===== src/rtl/pipe_stage_skid.sv =====
// Pipeline stage register with valid/ready handshake, a registered in_ready
// and a one-entry skid register so upstream never sees a combinational ready path.
//
// state   | meaning
// --------+------------------------------------------------
// S_EMPTY | bubble: nothing held, out_ctrl forced to 0
// S_ONE   | main holds the head entry, skid unused
// S_TWO   | main holds the head, skid holds the younger entry
module pipe_stage_skid #(
   parameter int DATA_W = 128,
   parameter int CTRL_W = 16
) (
   input  logic              clk,
   input  logic              rst,
   input  logic              flush_i,
   input  logic              in_valid_i,
   output logic              in_ready_o,
   input  logic [CTRL_W-1:0] in_ctrl_i,
   input  logic [DATA_W-1:0] in_data_i,
   output logic              out_valid_o,
   input  logic              out_ready_i,
   output logic [CTRL_W-1:0] out_ctrl_o,
   output logic [DATA_W-1:0] out_data_o,
   output logic [1:0]        occupancy_o
);

   typedef enum logic [1:0] {S_EMPTY = 2'd0, S_ONE = 2'd1, S_TWO = 2'd2} state_t;

   state_t            state_q, state_d;
   logic              in_ready_q, in_ready_d;
   logic [CTRL_W-1:0] main_ctrl_q, main_ctrl_d, skid_ctrl_q, skid_ctrl_d;
   logic [DATA_W-1:0] main_data_q, main_data_d, skid_data_q, skid_data_d;
   logic              accept;

   assign accept = in_valid_i & in_ready_q;

   always_ff @(posedge clk) begin
      if (rst) begin
         state_q     <= S_EMPTY;
         in_ready_q  <= 1'b1;
         main_ctrl_q <= '0;
         main_data_q <= '0;
         skid_ctrl_q <= '0;
         skid_data_q <= '0;
      end else begin
         state_q     <= state_d;
         in_ready_q  <= in_ready_d;
         main_ctrl_q <= main_ctrl_d;
         main_data_q <= main_data_d;
         skid_ctrl_q <= skid_ctrl_d;
         skid_data_q <= skid_data_d;
      end
   end

   always_comb begin
      state_d     = state_q;
      main_ctrl_d = main_ctrl_q;
      main_data_d = main_data_q;
      skid_ctrl_d = skid_ctrl_q;
      skid_data_d = skid_data_q;
      case (state_q)
         S_EMPTY: begin
            if (accept) begin
               state_d     = S_ONE;
               main_ctrl_d = in_ctrl_i;
               main_data_d = in_data_i;
            end
         end
         S_ONE: begin
            if (accept && out_ready_i) begin
               main_ctrl_d = in_ctrl_i;
               main_data_d = in_data_i;
            end else if (accept) begin
               state_d     = S_TWO;
               skid_ctrl_d = in_ctrl_i;
               skid_data_d = in_data_i;
            end else if (out_ready_i) begin
               state_d = S_EMPTY;
            end
         end
         S_TWO: begin
            if (out_ready_i) begin
               state_d     = S_ONE;
               main_ctrl_d = skid_ctrl_q;
               main_data_d = skid_data_q;
               skid_ctrl_d = '0;
            end
         end
         default: state_d = S_EMPTY;
      endcase
      // Flush discards everything, including the input offered this cycle;
      // payload registers keep their old contents since data is never cleared.
      if (flush_i) begin
         state_d     = S_EMPTY;
         main_data_d = main_data_q;
         skid_data_d = skid_data_q;
      end
      if (state_d == S_EMPTY) begin
         main_ctrl_d = '0;
         skid_ctrl_d = '0;
      end
      in_ready_d = (state_d != S_TWO);
   end

   always_comb begin
      out_valid_o = 1'b0;
      occupancy_o = 2'd0;
      case (state_q)
         S_ONE: begin
            out_valid_o = 1'b1;
            occupancy_o = 2'd1;
         end
         S_TWO: begin
            out_valid_o = 1'b1;
            occupancy_o = 2'd2;
         end
         default: begin
            out_valid_o = 1'b0;
            occupancy_o = 2'd0;
         end
      endcase
   end

   assign in_ready_o = in_ready_q;
   assign out_ctrl_o = main_ctrl_q;
   assign out_data_o = main_data_q;

endmodule

===== config.mk =====
export PLATFORM = sky130hd
export DESIGN_NAME = pipe_stage_skid
export DESIGN_NICKNAME = d
export VERILOG_FILES = /design/src/rtl/pipe_stage_skid.sv
export SDC_FILE = /design/constraint.sdc
export NUM_CORES = 1
export LEC_CHECK = 0
export ABC_AREA = 1
export ABC_CLOCK_PERIOD_IN_PS = 1800
export CAP_MARGIN = 20
export CORE_MARGIN = 2
export CORE_UTILIZATION = 50
export DETAILED_ROUTE_END_ITERATION = 16
export HOLD_SLACK_MARGIN = 0.12
export PLACE_DENSITY = 0.9
export SLEW_MARGIN = 15
export SYNTH_ARGS = -nofsm -noshare
export SYNTH_HDL_FRONTEND = slang
export SYNTH_SLANG_ARGS = --single-unit
export TNS_END_PERCENT = 10

===== constraint.sdc =====
create_clock -name clk -period 1.8 [get_ports clk]
set_input_delay 0.18 -clock clk [delete_from_list [all_inputs] [get_ports clk]]
set_output_delay 0.18 -clock clk [all_outputs]
set_load 0.1 [all_outputs]

After elaboration in Yosys (flattened, before gate mapping)
Index checks and enable logic that the tools add are counted.
- eq/ne operators: 8
- mux-type cells: 20
- bitwise gates (word level): 3
- reduce and logical (&&, ||, !) cells: 11
- operators with widths (cell ; number):
    128-bit two-way mux ; 3
    128-bit one-hot mux with 3 select lines ; 1
    16-bit two-way mux ; 5
    16-bit one-hot mux with 3 select lines ; 1
    16-bit one-hot mux with 2 select lines ; 1
    2-bit two-way mux ; 6
    2-bit != test (second input constant) ; 6
    4-bit AND reduction ; 3
    2-bit one-hot mux with 3 select lines ; 1
    5-bit AND reduction ; 1
    2-bit zero test ; 2
    2-bit one-hot mux with 2 select lines ; 1
    2-bit OR reduction ; 2
    3-bit nonzero test ; 1
    2-bit by 1-bit == test with 1-bit output (second input constant) ; 1
    2-bit == test (second input constant) ; 1
    1-bit inverter ; 2
    2-bit nonzero test ; 1
    1-bit bitwise AND ; 1
    1-bit logical AND ; 1
    1-bit two-way mux ; 1
- bits in registers: 291
- input port bits: 149
- output and inout bits: 148
- logic and storage cells: 48

Depth between registers and ports, before layout
- depth in word-level cells: 7
- depth in mapped cells: 11
- gate-level depth less buffers: 10

Least setup slack after synthesis
No wires, ideal clock.
- path type: flip-flop to flip-flop
- start point: register in_ready_q, in the netlist in_ready_o
- end point: register main_data_q[0], in the netlist out_data_o[0]
- library setup time: 0.132 ns
- arrival: 1.938 ns
- required time: 1.668 ns
- slack: -0.270 ns
- stages on the path, launching flop included: 10
- path buffers: 2
- clock period less this slack: 2.070 ns
- cell sequence: dfxtp_1 -> nand2_2 -> nand2_2 -> nand2_4 -> inv_2 -> nand3_1 -> buf_4 -> buf_4 -> nand2_1 -> a21oi_1
- word-level cells in the longest chain between the ends: 4
- elaborated cells on any way between the ends: 5
- classes of those cells: eq/ne (2); bitwise (1); reduce/logical (2)
- RTL lines (what ; RTL line ; RTL):
    start: declaration ; 30 ; logic in_ready_q, in_ready_d;
    start signal: assignment ; 47 ; in_ready_q <= in_ready_d;
    1-bit bitwise AND * ; 35 ; assign accept = in_valid_i & in_ready_q;
    1-bit logical AND ; 70 ; if (accept && out_ready_i) begin
    2-bit != test (no line) ; -- ;
    5-bit AND reduction (no line) * ; -- ;
    end signal: assignment ; 49 ; main_data_q <= main_data_d;
    end: declaration ; 32 ; logic [DATA_W-1:0] main_data_q, main_data_d, skid_data_q, skid_data_d;
Mark *: on every way between the ends. The rest lies on a longest branch, timed or not.
A chain may end at the register's enable or synchronous reset.

Final worst setup path
- start point: register state_q[1]
- end point: register skid_ctrl_q[4]
- word-level cells in the longest chain between the ends: 7
- elaborated cells on any way between the ends: 18
- classes of those cells: eq/ne (5); mux (8); reduce/logical (5)
- RTL lines (what ; RTL line ; RTL):
    start: declaration ; 29 ; state_t state_q, state_d;
    start signal: assignment ; 46 ; state_q <= state_d;
    2-bit two-way mux ; 77 ; end else if (out_ready_i) begin
    2-bit two-way mux ; 73 ; end else if (accept) begin
    2-bit two-way mux ; 70 ;
    2-bit one-hot mux with 3 select lines ; 61 ; case (state_q)
    2-bit two-way mux ; 93 ; if (flush_i) begin
    2-bit zero test ; 98 ; if (state_d == S_EMPTY) begin
    2-bit OR reduction (no line) ; -- ;
    end signal: assignment ; 50 ; skid_ctrl_q <= skid_ctrl_d;
    end: declaration ; 31 ; logic [CTRL_W-1:0] main_ctrl_q, main_ctrl_d, skid_ctrl_q, skid_ctrl_d;
Parallel ways exist; a longest one is shown, timed or not.

==> flow_summary.toml <==
[outcome]
status = "completed"

[grt]
grt_pass1_wl_mm = 62.7
overflow = 0
grt_pass1_vias = 12500
grt_max_degree = 129
antenna_found_initial = 2
grtUsageTotal_pct = 28.7

[yosys]
syn_area_um2 = 12600
avgSynthCellArea_um2 = 6.86
synthSimpleGateAreaFrac_pct = 34.3
async_flop_share_pct = 0
synth_largest_area_cell = "dfxtp_1"
yosysSeqAreaShare_pct = 46.2
synth_seq_cells = 291
synthDistinctLibCells = 23
yosys-top-cells-area = "dfxtp_1 46%, nand2_1 20%, nor2_1 7.6%"
synth_commonest_cells = "656 x nand2_1, 291 x dfxtp_1, 256 x nor2_1, 156 x o21ai_0, 129 x a21oi_1"
yosysMostFrequentCell = "nand2_1"
synthXorXnorAreaFrac_pct = 0
synth_edf_count = 0
synth_ff_type = "dfxtp_1"
syn_nets = 1994
synth_top_area_share_pct = 46.2
synth_top_family_by_area = "simple AND/OR/NAND/NOR gates"
synth_mux_area_share_pct = 0
synthAdderAreaFrac_pct = 0.595
yosysWarnings = 0
syn-instance-count = 1839
synth_compound_area_share_pct = 11.6

[timing]
finalMaxSlewViolations = 0
fmax_mhz = 569
slew_headroom_pct = 55.5
fin_skew_ns = 0.0174
post-route-period-util_pct = 97.6
hold_viol_final = 0
setup_violations = 0
final.min_clock_period_ns = 1.76
worstMarginPinSlew_ns = 0.667

[clock_network]
clk_path_buf_depth = 3
cts_sinks = 291
clk_pin_slew_ns = 0.06
cts_tree = "done"
h-tree-depth = 2
clk_latency_ns = 0.51
cts_root_buf = "clkbuf_16"
postCtsHoldBufs = 0
cts_buffers = 34

[route]
via_per_inst = 5.63
routedWlPerCell_um = 17.5
route.met3.wl_mm = 4.56
drtAntennaViolNets = 0
wl_met2_mm = 20.2
drt_iter0_drc = 1627
route.detailed.drc = 0
drt-total-wl_mm = 42.9
vias = 13800
highest_layer = "met5"
drt-met1-wl_mm = 16.4
dr.pass1.iters = 6

[critical_path]
cp.required_ns = 2.23
critPathCaptureType = "register"
reg2reg_depth = 11
crit_chain = "buf_4, ha_2, nor2_4, buf_4, nand2_2, a21oi_2, nand2_1, nand2_4, clkbuf_16, nand2_1, inv_1"
r2r_setup_slack_ns = 0.04
cpPeakStageDelay_ns = 0.33
cp.arrival_ns = 2.19
cp-start-kind = "register"
timing.rr.end = "skid_ctrl_q[4]$_SDFFE_PP0P_"
crit_type = "reg2reg"
path_max_fanout = 8
timing.rr.start = "state_q[1]$_SDFF_PP0_"
slowest_stage = "dfxtp_2"

[layout]
fin_util_pct = 69.5
area_growth_pct = 37.4
drive_above_1_share_pct = 14.5
fillerInstances = 1956
fin_nets = 2249
antenna_cells = 0

[power]
peakVddDrop_mv = 0.719
power_density_nw_per_um2 = 991
leakage_nw = 8.12
total_power_mw = 17.2

[floorplanning]
die_h_um = 163
core_area_um2 = 25000
start_util_pct = 50.6
ioPinCount = 297
die-area_um2 = 26500
rows = 58
dieWidth_um = 163

[worst_hold_path]
whs_path_depth = 3
hold_path.class = "in2reg"
hold_end = "out_data_o[104]$_SDFFE_PP0P_"
min_from = "rst"

[placement]
routabilityCongestion = 0.831
dp_hpwl_mm = 24.3
port_buffers = 296

[run]
maxCapViolations = 0
registers in the layout (all words and copies together), names as in the netlist:
signal       count
skid_data_q    128
out_ctrl_o      16
state_q          2
skid_ctrl_q     16
in_ready_o       1
out_data_o     128
worst max-delay path: cells and delay by family, from the launching register on:
kind                       cells  cell delay, ns
buffers and inverters          4            0.51
AOI/OAI and AO/OA              1            0.11
and+or+nand+nor                5            0.54
adders and majority gates      1            0.19
DFF                            1            0.33
cells in the final DEF (no fill, tap or decap), types with 2 or more instances in the layout:
master / count
inv_8: 2
bufinv_16: 3
nor2_1: 256
inv_2: 4
buf_16: 4
nand2_2: 4
a21oi_2: 2
buf_4: 176
nor2_4: 2
ha_4: 2
ha_2: 2
nand2_4: 2
o21ai_1: 5
buf_12: 28
a21oi_1: 127
clkbuf_1: 7
nand3_1: 4
clkbuf_8: 8
o21ai_0: 156
dfxtp_1: 288
nand2_1: 654
clkinv_2: 4
buf_6: 5
clkdlybuf4s50_1: 147
ha_1: 2
dfxtp_2: 2
nand4_1: 128
clkbuf_16: 47
inv_1: 37
area by class of cell:
type | count | area [um^2] | share of cell area (%)
Inverter | 45 | 188 | 1.08
Sequential cell | 291 | 5830 | 33.6
Multi-Input combinational cell | 1351 | 5940 | 34.2
Clock inverter | 9 | 130 | 0.750
Timing Repair Buffer | 371 | 3780 | 21.8
Tap cell | 330 | 413 | 2.38
Clock buffer | 52 | 1060 | 6.12
what timing repair did:
| item | 4_1_cts | 5_1_grt |
|---|---|---|
| buffers inserted | 4 | 7 |
| setup endpoints to repair | 149 | 266 |
| cloned | 1 | 13 |
| gates resized for setup | 4 | 24 |
| pin swaps | 1 | 4 |
logic make-up after synthesis:
logic type | Yosys count
simple gates | 1054
compound gates | 291
flops | 291
buf+inv | 197
fa+ha+maj | 6
metal layers:
metal / global-route usage (%) / vias to the layer above
met2: 48.2 / 869
met4: 12.4 / 2
li1: - / 6454
met5: 0 / -
met1: 35.8 / 6324
met3: 5.91 / 150
worst max-delay path by stage:
stage	from	endpoint	slack, ns	depth (start not counted)
finish	state_q[1]$_SDFF_PP0_	skid_ctrl_q[4]$_SDFFE_PP0P_	0.04	11
global route	state_q[1]$_SDFF_PP0_	out_data_o[32]$_SDFFE_PP0P_	-0.07	9
CTS	state_q[1]$_SDFF_PP0_	out_data_o[0]$_SDFFE_PP0P_	-0.008	8
detailed placement	state_q[0]$_SDFF_PP0_	out_data_o[75]$_SDFFE_PP0P_	-0.12	9
global placement	state_q[0]$_SDFF_PP0_	out_data_o[70]$_SDFFE_PP0P_	-0.05	9
floorplan	in_ready_o$_SDFF_PP1_	out_data_o[0]$_SDFFE_PP0P_	0.09	9
metrics by stage:
| step | instances | hold WS [ns] | setup WS [ns] | TNS [ns] | instance area [um^2] |
|---|---|---|---|---|---|
| 2_1_floorplan | 1839 | 0.315 | 0.0858 | 0 | 12600 |
| 3_3_place_gp | 2363 | 0.450 | -0.0528 | -3.56 | 15700 |
| 3_5_place_dp | 2363 | 0.454 | -0.118 | -6.68 | 15700 |
| 4_1_cts | 2429 | 0.250 | -0.00771 | -0.0103 | 16900 |
| 5_1_grt | 2449 | 0.289 | -0.0720 | -0.461 | 17300 |
| 6_report | 2449 | 0.254 | 0.0429 | 0 | 17300 |
where the power goes:
part | switching, mW | internal (mW)
clock | 2.73 | 4.51
sequential | 0.128 | 6.66
combinational | 2.20 | 0.958
total | 5.06 | 12.1
Note: power is estimated with default switching activity, not from simulation.
